`config.mk`:
```
export PLATFORM = sky130hd
export DESIGN_NAME = stream_frame_ctrl_flat
export DESIGN_NICKNAME = d
export VERILOG_FILES = /design/src/rtl/stream_frame_ctrl_if.sv /design/src/rtl/stream_frame_ctrl.sv /design/src/flat_wrapper.sv
export SDC_FILE = /design/constraint.sdc
export NUM_CORES = 1
export LEC_CHECK = 0
export ABC_AREA = 1
export CORE_MARGIN = 3
export CORE_UTILIZATION = 30
export CTS_BUF_LIST = sky130_fd_sc_hd__clkbuf_8
export DETAILED_ROUTE_END_ITERATION = 7
export PLACE_DENSITY = 0.43
export SYNTH_ARGS = -nofsm -noshare
export SYNTH_HDL_FRONTEND = slang
export SYNTH_SLANG_ARGS = --single-unit
export TNS_END_PERCENT = 10
```
`constraint.sdc`:
```
create_clock -name clk -period 2.5 [get_ports clk]
set_input_delay 0.5 -clock clk [delete_from_list [all_inputs] [get_ports clk]]
set_output_delay 0.5 -clock clk [all_outputs]
set_load 0.03 [all_outputs]
```
`src/rtl/stream_frame_ctrl_if.sv`:
```
// Signal bundle shared by the byte streamer, the frame controller and the payload consumer.
// slave is the controller's view; master is the surrounding environment's view.
interface stream_frame_ctrl_if;
    logic       enable;
    logic       bit_strobe;
    logic       shift_enable;
    logic [7:0] rx_byte;
    logic       rx_byte_ready;
    logic [7:0] out_data;
    logic       out_valid;
    logic       out_ready;
    logic       out_last;
    logic       frame_done;
    logic       frame_err;
    logic [1:0] err_code;
    logic       busy;

    modport slave (
        input  enable, bit_strobe, rx_byte, rx_byte_ready, out_ready,
        output shift_enable, out_data, out_valid, out_last,
        frame_done, frame_err, err_code, busy
    );

    modport master (
        output enable, bit_strobe, rx_byte, rx_byte_ready, out_ready,
        input  shift_enable, out_data, out_valid, out_last,
        frame_done, frame_err, err_code, busy
    );
endinterface

```
`src/rtl/stream_frame_ctrl.sv`:
```
// Frame parser for the serial-to-parallel streamer: SYNC, LEN, LEN payload bytes, CSUM.
// Payload is cut through a small FIFO to a valid/ready consumer, tagged with end-of-frame.
//
//   state     | meaning
//   ----------+-------------------------------------------------
//   S_HUNT    | waiting for SYNC_BYTE, all other bytes ignored
//   S_LEN     | next byte is the payload length
//   S_PAYLOAD | forwarding payload bytes into the FIFO
//   S_CSUM    | next byte closes the frame (sum of LEN+payload+CSUM == 0)
module stream_frame_ctrl #(
    parameter logic [7:0] SYNC_BYTE  = 8'hA5,
    parameter int         MAX_LEN    = 16,
    parameter int         FIFO_DEPTH = 4
) (
    input  logic               clk,
    input  logic               rst,
    stream_frame_ctrl_if.slave sfc
);

    localparam int AW = $clog2(FIFO_DEPTH);
    localparam int CW = AW + 1;

    typedef enum logic [1:0] {
        S_HUNT    = 2'd0,
        S_LEN     = 2'd1,
        S_PAYLOAD = 2'd2,
        S_CSUM    = 2'd3
    } state_t;

    state_t         r_state;
    logic [7:0]     r_cnt;
    logic [7:0]     r_csum;
    logic           r_frame_done;
    logic           r_frame_err;
    logic [1:0]     r_err_code;

    logic [7:0]     r_mem_data [FIFO_DEPTH];
    logic           r_mem_last [FIFO_DEPTH];
    logic [AW-1:0]  r_wr_ptr;
    logic [AW-1:0]  r_rd_ptr;
    logic [CW-1:0]  r_count;

    logic           w_valid;
    logic           w_pop;
    logic           w_byte;
    logic           w_room;
    logic           w_push;
    logic [7:0]     w_sum;

    assign w_valid = (r_count != '0);
    assign w_pop   = w_valid && sfc.out_ready;
    assign w_byte  = sfc.enable && sfc.rx_byte_ready;
    // A full FIFO still takes a byte when the head leaves in the same cycle.
    assign w_room  = (r_count < CW'(FIFO_DEPTH)) || w_pop;
    assign w_push  = w_byte && (r_state == S_PAYLOAD) && w_room;
    assign w_sum   = r_csum + sfc.rx_byte;

    assign sfc.shift_enable = sfc.enable && sfc.bit_strobe;
    assign sfc.out_valid    = w_valid;
    assign sfc.out_data     = w_valid ? r_mem_data[r_rd_ptr] : 8'h00;
    assign sfc.out_last     = w_valid ? r_mem_last[r_rd_ptr] : 1'b0;
    assign sfc.frame_done   = r_frame_done;
    assign sfc.frame_err    = r_frame_err;
    assign sfc.err_code     = r_err_code;
    assign sfc.busy         = (r_state != S_HUNT);

    always_ff @(posedge clk) begin
        if (w_push) begin
            r_mem_data[r_wr_ptr] <= sfc.rx_byte;
            r_mem_last[r_wr_ptr] <= (r_cnt == 8'd1);
        end
    end

    always_ff @(posedge clk or posedge rst) begin
        if (rst) begin
            r_wr_ptr <= '0;
            r_rd_ptr <= '0;
            r_count  <= '0;
        end else begin
            if (w_push) r_wr_ptr <= r_wr_ptr + AW'(1);
            if (w_pop)  r_rd_ptr <= r_rd_ptr + AW'(1);
            if (w_push && !w_pop)
                r_count <= r_count + CW'(1);
            else if (!w_push && w_pop)
                r_count <= r_count - CW'(1);
        end
    end

    always_ff @(posedge clk or posedge rst) begin
        if (rst) begin
            r_state      <= S_HUNT;
            r_cnt        <= 8'h00;
            r_csum       <= 8'h00;
            r_frame_done <= 1'b0;
            r_frame_err  <= 1'b0;
            r_err_code   <= 2'b00;
        end else begin
            r_frame_done <= 1'b0;
            r_frame_err  <= 1'b0;
            // Dropping enable abandons the frame; the FIFO keeps what it already holds.
            if (!sfc.enable) begin
                r_state <= S_HUNT;
            end else if (sfc.rx_byte_ready) begin
                case (r_state)
                    S_HUNT: begin
                        if (sfc.rx_byte == SYNC_BYTE) r_state <= S_LEN;
                    end
                    S_LEN: begin
                        r_cnt  <= sfc.rx_byte;
                        r_csum <= sfc.rx_byte;
                        if (sfc.rx_byte > 8'(MAX_LEN)) begin
                            r_frame_err <= 1'b1;
                            r_err_code  <= 2'b01;
                            r_state     <= S_HUNT;
                        end else if (sfc.rx_byte == 8'h00) begin
                            r_state <= S_CSUM;
                        end else begin
                            r_state <= S_PAYLOAD;
                        end
                    end
                    S_PAYLOAD: begin
                        if (w_room) begin
                            r_csum <= w_sum;
                            r_cnt  <= r_cnt - 8'd1;
                            if (r_cnt == 8'd1) r_state <= S_CSUM;
                        end else begin
                            r_frame_err <= 1'b1;
                            r_err_code  <= 2'b11;
                            r_state     <= S_HUNT;
                        end
                    end
                    S_CSUM: begin
                        if (w_sum == 8'h00) begin
                            r_frame_done <= 1'b1;
                        end else begin
                            r_frame_err <= 1'b1;
                            r_err_code  <= 2'b10;
                        end
                        r_state <= S_HUNT;
                    end
                    default: r_state <= S_HUNT;
                endcase
            end
        end
    end

endmodule

```
`src/flat_wrapper.sv`:
```
// flat-port wrapper written by rule: the top's interface ports become plain ports
module stream_frame_ctrl_flat 
#(
    parameter logic [7:0] SYNC_BYTE  = 8'hA5,
    parameter int         MAX_LEN    = 16,
    parameter int         FIFO_DEPTH = 4
)
  (clk, rst, sfc_enable, sfc_bit_strobe, sfc_rx_byte, sfc_rx_byte_ready, sfc_out_ready, sfc_shift_enable, sfc_out_data, sfc_out_valid, sfc_out_last, sfc_frame_done, sfc_frame_err, sfc_err_code, sfc_busy);
  stream_frame_ctrl_if sfc_i ();
  input  logic clk;
  input  logic rst;
  input wire logic [$bits(sfc_i.enable)-1:0] sfc_enable;
  input wire logic [$bits(sfc_i.bit_strobe)-1:0] sfc_bit_strobe;
  input wire logic [$bits(sfc_i.rx_byte)-1:0] sfc_rx_byte;
  input wire logic [$bits(sfc_i.rx_byte_ready)-1:0] sfc_rx_byte_ready;
  input wire logic [$bits(sfc_i.out_ready)-1:0] sfc_out_ready;
  output wire logic [$bits(sfc_i.shift_enable)-1:0] sfc_shift_enable;
  output wire logic [$bits(sfc_i.out_data)-1:0] sfc_out_data;
  output wire logic [$bits(sfc_i.out_valid)-1:0] sfc_out_valid;
  output wire logic [$bits(sfc_i.out_last)-1:0] sfc_out_last;
  output wire logic [$bits(sfc_i.frame_done)-1:0] sfc_frame_done;
  output wire logic [$bits(sfc_i.frame_err)-1:0] sfc_frame_err;
  output wire logic [$bits(sfc_i.err_code)-1:0] sfc_err_code;
  output wire logic [$bits(sfc_i.busy)-1:0] sfc_busy;
  assign sfc_i.enable = sfc_enable;
  assign sfc_i.bit_strobe = sfc_bit_strobe;
  assign sfc_i.rx_byte = sfc_rx_byte;
  assign sfc_i.rx_byte_ready = sfc_rx_byte_ready;
  assign sfc_i.out_ready = sfc_out_ready;
  assign sfc_shift_enable = sfc_i.shift_enable;
  assign sfc_out_data = sfc_i.out_data;
  assign sfc_out_valid = sfc_i.out_valid;
  assign sfc_out_last = sfc_i.out_last;
  assign sfc_frame_done = sfc_i.frame_done;
  assign sfc_frame_err = sfc_i.frame_err;
  assign sfc_err_code = sfc_i.err_code;
  assign sfc_busy = sfc_i.busy;
  stream_frame_ctrl #(.SYNC_BYTE(SYNC_BYTE), .MAX_LEN(MAX_LEN), .FIFO_DEPTH(FIFO_DEPTH)) u_core (.clk(clk), .rst(rst), .sfc(sfc_i));
endmodule
```
## After elaboration in Yosys (flattened, before gate mapping)

Memories as Yosys holds them, arrays and structs flattened.
Cells that the tools add are included.

| storage, ports and cells | value |
|---|---|
| latch bits | 0 |
| bits in registers | 29 |
| memory bits (writable) | 36 |
| memories | 2 |
| word-level logic and storage cells | 84 |
| memory bits (read-only) | 0 |
| input bits | 14 |

| operators by class | value |
|---|---|
| bitwise logic cells | 0 |
| reduce and logical (&&, ||, !) cells | 21 |
| $mul | 0 |
| magnitude comparators | 2 |
| add/subtract/negate cells | 6 |
| shift-type cells | 0 |
| equality and inequality tests | 12 |
| divide/modulo/power cells | 0 |
| muxes and demuxes | 32 |

Memory list:

| name | words | bits a word | rd ports | clocked after memory_dff | write ports | RTL line | RTL |
|---|---|---|---|---|---|---|---|
| u_core.r_mem_data | 4 | 8 | 1 | 0 | 1 | stream_frame_ctrl.sv:37 | `logic [7:0] r_mem_data [FIFO_DEPTH];` |
| u_core.r_mem_last | 4 | 1 | 1 | 0 | 1 | stream_frame_ctrl.sv:38 | `logic r_mem_last [FIFO_DEPTH];` |

Operators by type and width:

| operator | count |
|---|---|
| $pmux 8 s2 | 2 |
| $mux 8 | 3 |
| $mux 2 | 9 |
| $logic_not 8->1 | 2 |
| $mux 1 | 13 |
| $add 8x8->8 | 1 |
| $eq 8x1->1 const B | 1 |
| $eq 8x8->1 const B | 1 |
| $gt 8x5->1 const B | 1 |
| $pmux 2 s4 | 1 |
| $sub 8x1->8 const B | 1 |
| $logic_and 1x1->1 | 7 |
| $mux 3 | 2 |
| $ne 2x1->1 const B | 3 |
| $pmux 2 s3 | 1 |
| $reduce_and 6->1 | 1 |
| $reduce_bool 2->1 | 3 |
| $reduce_bool 3->1 | 2 |
| $add 2x1->2 const B | 2 |
| $eq 2x2->1 const B | 2 |
| $ne 2x2->1 const B | 2 |
| $ne 4x4->1 const B | 1 |
| $reduce_and 4->1 | 1 |
| $add 3x1->3 const B | 1 |
| other kinds (9) | 10 |

## Longest topological paths before layout

Gate-level depths: netlist of the first run.

| depth | value |
|---|---|
| depth in word-level cells | 8 |
| depth in mapped cells | 15 |
| depth with buffers taken out | 15 |

## Least setup slack after synthesis of the first run

OpenSTA, ideal clock, no wires.

| timing path | value |
|---|---|
| path type | register to register |
| from | reg u_core.r_state[1] |
| to | reg u_core.r_count[1] |
| cell stages (with the launch flop) | 10 |
| slack | 0.380 ns |
| arrival | 1.996 ns |
| buffers on the path | 0 |
| path through | dfrtp_1 > inv_2 > nor2_4 > inv_2 > or2_4 > nor2_1 > ha_1 > inv_1 > fa_1 > mux2_2 |

| on the way | value |
|---|---|
| word-level cells in the longest chain between the ends | 6 |

RTL lines:

| item | RTL line | RTL |
|---|---|---|
| start: declaration | stream_frame_ctrl.sv:30 | `state_t r_state;` |
| start signal: assignment | stream_frame_ctrl.sv:91 | `r_state <= S_HUNT;` |
| start signal: assignment | stream_frame_ctrl.sv:102 | `r_state <= S_HUNT;` |
| start signal: assignment | stream_frame_ctrl.sv:106 | `if (sfc.rx_byte == SYNC_BYTE) r_state <= S_LEN;` |
| $eq 2x2->1 (*) | stream_frame_ctrl.sv:55 | `assign w_push = w_byte && (r_state == S_PAYLOAD) && w_room;` |
| $logic_and 1x1->1 (*) (2 in a row) | stream_frame_ctrl.sv:55 |  |
| net u_core.w_push | stream_frame_ctrl.sv:47 | `logic w_push;` |
| $logic_not 1->1 | stream_frame_ctrl.sv:84 | `else if (!w_push && w_pop)` |
| $logic_and 1x1->1 | stream_frame_ctrl.sv:84 |  |
| $reduce_bool 2->1 (no source line) | - |  |
| end signal: assignment | stream_frame_ctrl.sv:83 | `r_count <= r_count + CW'(1);` |
| end signal: assignment | stream_frame_ctrl.sv:85 | `r_count <= r_count - CW'(1);` |
| end: declaration | stream_frame_ctrl.sv:41 | `logic [CW-1:0] r_count;` |

The timed path passes the listed nets; every way through them passes the cells marked *.
A chain may end at the register's enable or synchronous reset.

## Worst setup path after layout of the first run

| timing path | value |
|---|---|
| from | in sfc_enable |
| to | out sfc_shift_enable |

| on the way | value |
|---|---|
| word-level cells in the longest chain between the ends | 1 |

RTL lines:

| item | RTL line | RTL |
|---|---|---|
| start: declaration | flat_wrapper.sv:12 | `input wire logic [$bits(sfc_i.enable)-1:0] sfc_enable;` |
| $logic_and 1x1->1 | stream_frame_ctrl.sv:58 | `assign sfc.shift_enable = sfc.enable && sfc.bit_strobe;` |
| end: declaration | flat_wrapper.sv:17 | `output wire logic [$bits(sfc_i.shift_enable)-1:0] sfc_shift_enable;` |

No other way between the ends.

==> results.sh, run 1 <==
export IMPL_fin_worst_skew_ps=10.5
export IMPL_grt_overflow_total=0
export IMPL_cts_sinks=65
export IMPL_layout_min_cycle_time_ps=2300
export IMPL_routedWlPerCell_um=13.9
export IMPL_num_io_pins=30
export IMPL_yosysWarnings=0
export IMPL_cts_buffer_depth=2
export IMPL_slew_viol_final=0
export IMPL_synth_nets=418
export IMPL_clkSlewWorstSetupHoldPaths_ps=70
export IMPL_cts_buffers_inserted=9
export IMPL_die_y_um=112
export IMPL_start_util_pct=31.0
export IMPL_worstPathCellList="clkdlybuf4s50_1 > nand2_1 > inv_1 > clkdlybuf4s50_1"
export IMPL_setup_violations=0
export IMPL_core_area_um2=10900
export IMPL_status="finished, final reports clean"
export IMPL_critical_path_max_fanout=4
export IMPL_route_detailed_drc=0
export IMPL_clkLatencyLatePin_ps=340
export IMPL_hold_slack_ps=468
export IMPL_synth_cells=388
export IMPL_dpl_hpwl_um=6020
export IMPL_grt_max_degree=30
export IMPL_antenna_cells=0
export IMPL_rrSetupSlack_ps=330
export IMPL_stdcell_area_um2=4250
export IMPL_grt_antenna_before_repair=0
export IMPL_cp_slowest_cell="clkdlybuf4s50_1"
export IMPL_drt_antenna_violating_nets=0
export IMPL_synth_cell_types=28
export IMPL_core_rowCount=38
export IMPL_slew_headroom_pct=72.8
export IMPL_hold_viol_final=0
export IMPL_synth_seq_cells=65
export IMPL_irDropWorstVdd_uv=449
export IMPL_hp_class="reg -> reg"
export IMPL_drive_above_1_share_pct=13.6
export IMPL_layout_setup_ws_ps=204
export IMPL_required_ps=2000
export IMPL_crit_type="in -> out"
export IMPL_cts_root_buffer="clkbuf_8"
export IMPL_cts_tree="built"
export IMPL_powerDensity_nw_per_um2=1110
export IMPL_cts_hold_fix_buffers=0
export IMPL_place_congestion=0.767
export IMPL_crit_path_frequent_cell="clkdlybuf4s50_1"
export IMPL_rsz0062_at_grt="no"
export IMPL_grt_pass1_vias=2647
export IMPL_drt_pass1_iter_count=4
export IMPL_via_count=2630
export IMPL_worstMarginPinSlew_ps=408
export IMPL_layout_commonest_cell="nor2_1"
export IMPL_endpoint_kind="output port"
export IMPL_grt_pass1_wl_um=14000
export IMPL_io_buffers=29
export IMPL_viasPerCell=4.42
export IMPL_die_w_um=112
export IMPL_wl_um=8260
export IMPL_period_share_pct=91.8
export IMPL_preCtsSetupSlack_ps=-146
export IMPL_slowest_delay_ps=660
export IMPL_max_cap_viol_count=0
export IMPL_critPathLaunchType="input port"
export IMPL_post_place_cells=579
export IMPL_fin_cells=595
export IMPL_grt_usage_pct=14.1
export IMPL_synth_avg_cell_area_um2=8.73
export IMPL_netlist_area_um2=3390
export IMPL_area_growth_pct=25.6
export IMPL_drt_iter0_markers=137
export IMPL_ys_seq_area_share_pct=53.3
export IMPL_leakagePower_uw=0.00192
export IMPL_fmax_mhz=436
export IMPL_most_common_layout_cells="75 x nor2_1, 72 x nand2_1, 50 x inv_1, 38 x buf_4, 36 x edfxtp_1"
export IMPL_dpl_cell_area_um2=4020
export IMPL_die_area_um2=12600
export IMPL_arrival_ps=1800
export IMPL_htree_levels=3
export IMPL_fin_nets=480
## worst paths after layout
check / cells after the start / startpoint / to
min in group asynchronous: 3 / rst / u_core.r_rd_ptr[1]
setup reg to reg: 12 / u_core.r_state[1] / u_core.r_count[2]
hold reg to reg: 2 / u_core.sfc.err_code[0] / u_core.sfc.err_code[0]
max in group asynchronous: 3 / rst / u_core.sfc.err_code[0]
setup / recovery: 4 / sfc_enable / sfc_shift_enable
hold / removal: 2 / u_core.sfc.err_code[0] / u_core.sfc.err_code[0]
## timing repair
action / in CTS / in global routing
setup buffers: 0 / 0
setup endpoints to repair: 0 / 1
gates resized for setup: 0 / 1
## report_power, final
group          switching (µW)  internal, µW
combinational            1280           864
clock                     418           655
sequential                153          1340
total                    1850          2860
## registers in the layout, indices dropped and copies added (netlist names)
register / cells
u_core.r_mem_data: 32
u_core.r_cnt: 8
u_core.r_csum: 8
u_core.r_mem_last: 4
u_core.r_count: 3
u_core.r_rd_ptr: 2
u_core.r_state: 2
u_core.r_wr_ptr: 2
u_core.sfc.err_code: 2
u_core.sfc.frame_done: 1
u_core.sfc.frame_err: 1
## synthesized netlist by cell type
library cell  number  area, µm²
buf_4              1       7.51
dfrtp_1           29        726
o21ai_0           31        155
inv_2              4       15.0
ha_1              14        175
o21ai_4            1       16.3
edfxtp_1          36       1080
clkbuf_1           6       22.5
or2_4              1       8.76
o22ai_1            1       6.26
nor2_1            75        282
xor2_1             5       43.8
or2_2              1       6.26
nor2_4             1       11.3
fa_1               2       40.0
nor3_1             3       15.0
xnor2_1            3       26.3
nand3_1           14       70.1
inv_1             49        184
clkinv_1           2       7.51
a22oi_1            2       15.0
buf_6              1       11.3
mux2_2             1       11.3
nand4_1            3       18.8
nand2_1           72        270
o311ai_0           1       8.76
a21oi_1           23        115
a31oi_1            6       37.5
## critical path: cells and delay by family
| kind | cells | cell delay (ps) |
|---|---|---|
| buffers and inverters | 3 | 1230 |
| and+or+nand+nor | 1 | 60 |
## kinds of logic (layout without fill, tap and decap cells)
family	count (synthesis)	in the layout	share of synthesized area, %
mux	1	1	0.332
flops	65	65	53.3
compound gates	65	65	10.5
buf+inv	63	130	7.31
simple gates	170	170	20.1
fa+ha+maj	16	16	6.35
xor+xnor	8	8	2.07
## per-layer routing
metal | up-vias | track usage (%) | wire [µm]
met5 | - | 0 | 0
met3 | 8 | 2.53 | 288
li1 | 1378 | - | -
met4 | 0 | 4.33 | 99
met2 | 37 | 21.9 | 3690
met1 | 1207 | 20.3 | 4180
## per-stage QoR
stage | TNS, ps | util, % | total power [µW]
after floorplan | 0 | - | 2910
after global placement | -563 | 36.7 | 3680
after detailed placement | -625 | 36.7 | 3690
after CTS | 0 | 38.9 | 4780
after global routing | 0 | 38.9 | 5140
final | 0 | 38.9 | 4710
## final cells by class
cell class              instances  area [µm²]
clock buffers                   9         124
clock inverters                 7         111
fillers                      1146        6680
inverters                      55         206
multi-input cells             260        1330
flip-flops and latches         65        1810
well taps                     140         175
repair buffers                 59         498
(Power assumes the default switching activity.)
==> inputs of run 2 (changes only) <==
--- a/config.mk
+++ b/config.mk
@@ -10,6 +10,7 @@
 export CORE_UTILIZATION = 30
 export CTS_BUF_LIST = sky130_fd_sc_hd__clkbuf_8
 export DETAILED_ROUTE_END_ITERATION = 7
+export GPL_TIMING_DRIVEN = 0
 export PLACE_DENSITY = 0.43
 export SYNTH_ARGS = -nofsm -noshare
 export SYNTH_HDL_FRONTEND = slang
==> run 2 against run 1 <==
Routed wire length up 2.1%. Via count down 1.1%. Clock power down 16%. Sequential power about the same. Clock skew about the same. Highest routed layer unchanged.
==> results.sh, run 2 (same netlist as run 1, synthesis figures left out) <==
export IMPL_worstMarginPinSlew_ps=640
export IMPL_most_common_layout_cells="72 x nand2_1, 70 x nor2_1, 49 x inv_1, 36 x edfxtp_1, 31 x o21ai_0"
export IMPL_routedWlPerCell_um=14.7
export IMPL_rsz0062_at_grt="no"
export IMPL_endpoint_kind="output port"
export IMPL_num_io_pins=30
export IMPL_powerDensity_nw_per_um2=1070
export IMPL_grt_max_degree=30
export IMPL_crit_type="reg -> out"
export IMPL_cts_buffer_depth=2
export IMPL_layout_commonest_cell="nand2_1"
export IMPL_cts_tree="built"
export IMPL_grt_overflow_total=0
export IMPL_place_congestion=0.806
export IMPL_grt_antenna_before_repair=0
export IMPL_setup_violations=0
export IMPL_required_ps=2000
export IMPL_leakagePower_uw=0.00178
export IMPL_max_cap_viol_count=0
export IMPL_drt_iter0_markers=111
export IMPL_wl_um=8430
export IMPL_antenna_cells=0
export IMPL_regMostFlops="u_core.r_mem_data"
export IMPL_fin_nets=459
export IMPL_reg_top3="u_core.r_mem_data: 32 flops, u_core.r_cnt: 8 flops, u_core.r_csum: 8 flops"
export IMPL_stdcell_area_um2=4070
export IMPL_grt_usage_pct=14.1
export IMPL_n_fill_cell=1156
export IMPL_start_util_pct=31.0
export IMPL_core_area_um2=10900
export IMPL_preCtsSetupSlack_ps=-540
export IMPL_drt_antenna_violating_nets=0
export IMPL_cts_sinks=65
export IMPL_cts_buffers_inserted=9
export IMPL_drive_above_1_share_pct=10.4
export IMPL_layout_setup_ws_ps=179
export IMPL_slew_headroom_pct=57.3
export IMPL_area_growth_pct=20.1
export IMPL_cts_hold_fix_buffers=0
export IMPL_io_buffers=29
export IMPL_core_rowCount=38
export IMPL_htree_levels=3
export IMPL_die_area_um2=12600
export IMPL_clkLatencyLatePin_ps=350
export IMPL_dpl_cell_area_um2=3850
export IMPL_largest_reg_flops=32
export IMPL_drt_pass1_iter_count=4
export IMPL_slew_viol_final=0
export IMPL_hp_class="reg -> reg"
export IMPL_die_y_um=112
export IMPL_grt_pass1_vias=2628
export IMPL_status="finished, final reports clean"
export IMPL_fmax_mhz=431
export IMPL_arrival_ps=1820
export IMPL_hold_viol_final=0
export IMPL_die_w_um=112
export IMPL_period_share_pct=92.8
export IMPL_grt_pass1_wl_um=13600
export IMPL_via_count=2602
export IMPL_irDropWorstVdd_uv=468
export IMPL_critical_path_max_fanout=10
export IMPL_clkSlewWorstSetupHoldPaths_ps=80
export IMPL_critPathLaunchType="flop"
export IMPL_route_detailed_drc=0
export IMPL_viasPerCell=4.53
export IMPL_dpl_hpwl_um=5870
export IMPL_fin_worst_skew_ps=10.9
export IMPL_cts_root_buffer="clkbuf_8"
export IMPL_layout_min_cycle_time_ps=2320
-- run 2: cell count changes in the layout (fill, tap and decap cells not counted), moves of 3 or more --
cell | previous run | this run
buf_2 | 0 | 4
buf_4 | 38 | 1
clkbuf_1 | 0 | 3
clkbuf_2 | 0 | 6
nor2_1 | 75 | 70
nor2_2 | 0 | 4
-- run 2: worst paths after layout --
path	start	to	depth (start not counted)	slack [ps]
worst max register to register	u_core.r_state[1]	u_core.r_count[2]	12	260
min in group asynchronous	rst	u_core.r_cnt[4]	2	530
max in group asynchronous	rst	u_core.r_state[1]	3	1460
worst min-delay path	u_core.sfc.err_code[0]	u_core.sfc.err_code[0]	2	470
worst min register to register	u_core.sfc.err_code[0]	u_core.sfc.err_code[0]	2	470
worst max-delay path	u_core.r_rd_ptr[0]	sfc_out_data[0]	7	180
-- run 2: cell type report --
class	instances	area, µm²	share of cell area, %
Sequential cell	65	1810	44.4
Multi-Input combinational cell	260	1350	33.2
Timing Repair Buffer	30	274	6.73
Inverter	55	210	5.17
Tap cell	140	175	4.31
Clock buffer	10	138	3.38
Clock inverter	6	58.8	1.45
Buffer	8	56.3	1.38
-- run 2: worst max-delay path, cell delays in order, from the launching register on --
cell	delay [ps]
dfrtp_1	390
clkbuf_4	250
clkbuf_8	210
nor2_1	50
nor2_1	70
o21ai_0	90
a21oi_1	190
buf_2	240
-- run 2: per-stage QoR --
stage | utilization (%) | instances | total power (µW) | hold slack [ps] | TNS [ps]
finish | 37.2 | 574 | 4360 | 474 | 0
global route | 37.2 | 574 | 4750 | 513 | 0
CTS | 37.2 | 573 | 4470 | 482 | -5110
detailed placement | 35.2 | 557 | 3570 | 464 | -25100
global placement | 35.2 | 557 | 3560 | 462 | -23390
floorplan | - | 388 | 2910 | 453 | 0
-- run 2: repair_timing --
action | 4_1_cts | 5_1_grt
resized for setup | 25 | 24
buffers inserted | 0 | 0
setup endpoints to repair | 48 | 51
-- run 2: power by group --
part           switching, µW  leakage [µW]  total (µW)  internal, µW
Sequential               141      0.000664        1480          1340
Clock                    421     0.0000995         901           480
Combinational           1290       0.00102        1980           689
Total                   1850       0.00178        4360          2510
-- run 2: metal layers --
metal | up-vias | track usage (%) | wire, µm | share of wire [%]
met2 | 41 | 24.1 | 4200 | 50
li1 | 1341 | - | - | -
met5 | - | 0 | 0 | 0
met3 | 6 | 3.07 | 240 | 2.8
met1 | 1214 | 17.7 | 3920 | 47
met4 | 0 | 4.81 | 72 | 0.85
==> inputs of run 3 (changes only) <==
--- a/config.mk
+++ b/config.mk
@@ -6,7 +6,6 @@
 export NUM_CORES = 1
 export LEC_CHECK = 0
 export ABC_AREA = 1
-export CORE_MARGIN = 3
 export CORE_UTILIZATION = 30
 export CTS_BUF_LIST = sky130_fd_sc_hd__clkbuf_8
 export DETAILED_ROUTE_END_ITERATION = 7
==> run 3 against run 2 <==
Non-clock buffer count did not move. Highest routed layer unchanged. Design area up 0.46%. Die area down 7.0%. Worst setup slack got worse by 45 ps. Sequential power about the same. Final cell count did not move. Hold slack worse by 13 ps. Routed wire length shrank 2.2%. Flip-flop and latch count is the same. Clock skew is essentially flat. Fmax down 1.9%.
==> results.sh, run 3 (same netlist as run 1, synthesis figures left out) <==
export IMPL_clkLatencyLatePin_ps=350
export IMPL_die_area_um2=11700
export IMPL_regMostFlops="u_core.r_mem_data"
export IMPL_grt_overflow_total=0
export IMPL_wl_um=8250
export IMPL_slowest_delay_ps=370
export IMPL_cts_tree="built"
export IMPL_rsz0062_at_grt="yes"
export IMPL_hp_class="in -> async"
export IMPL_die_w_um=108
export IMPL_powerDensity_nw_per_um2=1080
export IMPL_drt_pass1_iter_count=4
export IMPL_layout_min_cycle_time_ps=2370
export IMPL_worstReg2RegStart="u_core.r_state[1]"
export IMPL_die_y_um=108
export IMPL_route_detailed_drc=0
export IMPL_num_io_pins=30
export IMPL_setup_violations=0
export IMPL_core_area_um2=10900
export IMPL_drt_antenna_violating_nets=0
export IMPL_fin_worst_skew_ps=11.1
export IMPL_critPathLaunch="u_core.r_rd_ptr[0]"
export IMPL_cts_root_buffer="clkbuf_8"
export IMPL_grt_max_degree=30
export IMPL_io_buffers=29
export IMPL_grt_antenna_before_repair=0
export IMPL_via_count=2637
export IMPL_antenna_cells=0
export IMPL_post_place_cells=557
export IMPL_drive_above_1_share_pct=11.1
export IMPL_path_buf_inv=3
export IMPL_grt_usage_pct=15.5
export IMPL_worstMarginPinSlew_ps=643
export IMPL_reg_top3="u_core.r_mem_data: 32 flops, u_core.r_cnt: 8 flops, u_core.r_csum: 8 flops"
export IMPL_start_util_pct=31.0
export IMPL_fin_nets=459
export IMPL_hold_viol_final=0
export IMPL_stdcell_area_um2=4090
export IMPL_dpl_hpwl_um=5760
export IMPL_slew_viol_final=0
export IMPL_crit_type="reg -> out"
export IMPL_fin_cells=574
export IMPL_critical_path_top_delay_family="buffers and inverters"
export IMPL_routedWlPerCell_um=14.4
export IMPL_cts_buffers_inserted=9
export IMPL_arrival_ps=1870
export IMPL_dpl_cell_area_um2=3850
export IMPL_grt_pass1_vias=2609
export IMPL_status="finished, final reports clean"
export IMPL_period_share_pct=94.6
export IMPL_p_total_uw=4410
export IMPL_clkSlewWorstSetupHoldPaths_ps=80
export IMPL_area_growth_pct=20.7
export IMPL_critical_path_max_fanout=10
export IMPL_final_core_util_pct=37.4
export IMPL_most_common_layout_cells="72 x nand2_1, 70 x nor2_1, 47 x inv_1, 36 x edfxtp_1, 31 x o21ai_0"
export IMPL_place_congestion=0.821
export IMPL_cts_sinks=65
export IMPL_fmax_mhz=423
export IMPL_largest_reg_flops=32
export IMPL_top_layer_used="met4"
export IMPL_drt_iter0_markers=116
export IMPL_core_rowCount=38
export IMPL_tns_ps=0
export IMPL_crit_path_frequent_cell="nor2_1"
export IMPL_critPathLaunchType="flop"
export IMPL_max_cap_viol_count=0
export IMPL_cts_hold_fix_buffers=0
export IMPL_grt_pass1_wl_um=13300
export IMPL_cp_slowest_cell="dfrtp_1"
export IMPL_wl_met2_um=4070
export IMPL_required_ps=2000
export IMPL_leakagePower_uw=0.00179
export IMPL_slew_headroom_pct=56.9
export IMPL_irDropWorstVdd_uv=577
export IMPL_dr_wl_met3_um=298
export IMPL_cts_buffer_depth=2
export IMPL_endpoint_kind="output port"
export IMPL_viasPerCell=4.59
export IMPL_htree_levels=3
export IMPL_worstPathCellList="clkbuf_4 > clkbuf_8 > nor2_1 > nor2_1 > o21ai_0 > a21oi_1 > clkdlybuf4s15_2"
export IMPL_layout_commonest_cell="nand2_1"
export IMPL_wl_met1_um=3850
-- run 3: worst register-to-register path, cell delays in order, from the launching register on --
cell and delay (ps):
dfrtp_1 430, inv_2 80, nor2_4 180, inv_2 70
or2_4 260, nor2_2 210, ha_1 190, inv_1 70
fa_1 440, mux2_2 270
-- run 3: metal layers --
metal  track usage (%)  vias up
met4              4.54        0
met5                 0        -
met1              18.7     1247
met2              27.3       43
li1                  -     1345
met3              3.86        2
-- run 3: metrics by stage --
stage	setup slack, ps	hold WS (ps)
after floorplan	380	453
after global placement	-537	461
after detailed placement	-526	462
after CTS	1.04	481
after global routing	-34.4	489
final	134	462
-- run 3: final cells by class --
cell class                 instances  area [µm²]
inverter                          55         210
fill                            1158        6850
timing repair buffer              30         292
clock inverter                     7        78.8
tap                              140         175
clock buffer                       9         124
multi-input combinational        260        1350
buffer                             8        56.3
sequential                        65        1810
-- run 3: worst paths after layout --
| path | depth (start not counted) | endpoint | slack, ps |
|---|---|---|---|
| min in group clk | 2 | u_core.sfc.err_code[0] | 480 |
| min | 2 | u_core.r_cnt[1] | 460 |
| max | 7 | sfc_out_data[0] | 130 |
| max reg2reg | 9 | u_core.r_count[1] | 200 |
| min reg2reg | 2 | u_core.sfc.err_code[0] | 480 |
| max in group asynchronous | 3 | u_core.r_state[0] | 1590 |
-- run 3: report_power, final --
group	total [µW]	switching, µW	internal [µW]	leakage (µW)
sequential	1480	143	1340	0.000664
combinational	2000	1280	716	0.00102
clock	930	460	470	0.0000977
-- run 3: repair_timing --
action,CTS,global route
cloned,0,0
setup buffers,0,0
gates resized for setup,32,18
pin swaps,0,0
setup endpoints to repair,48,42
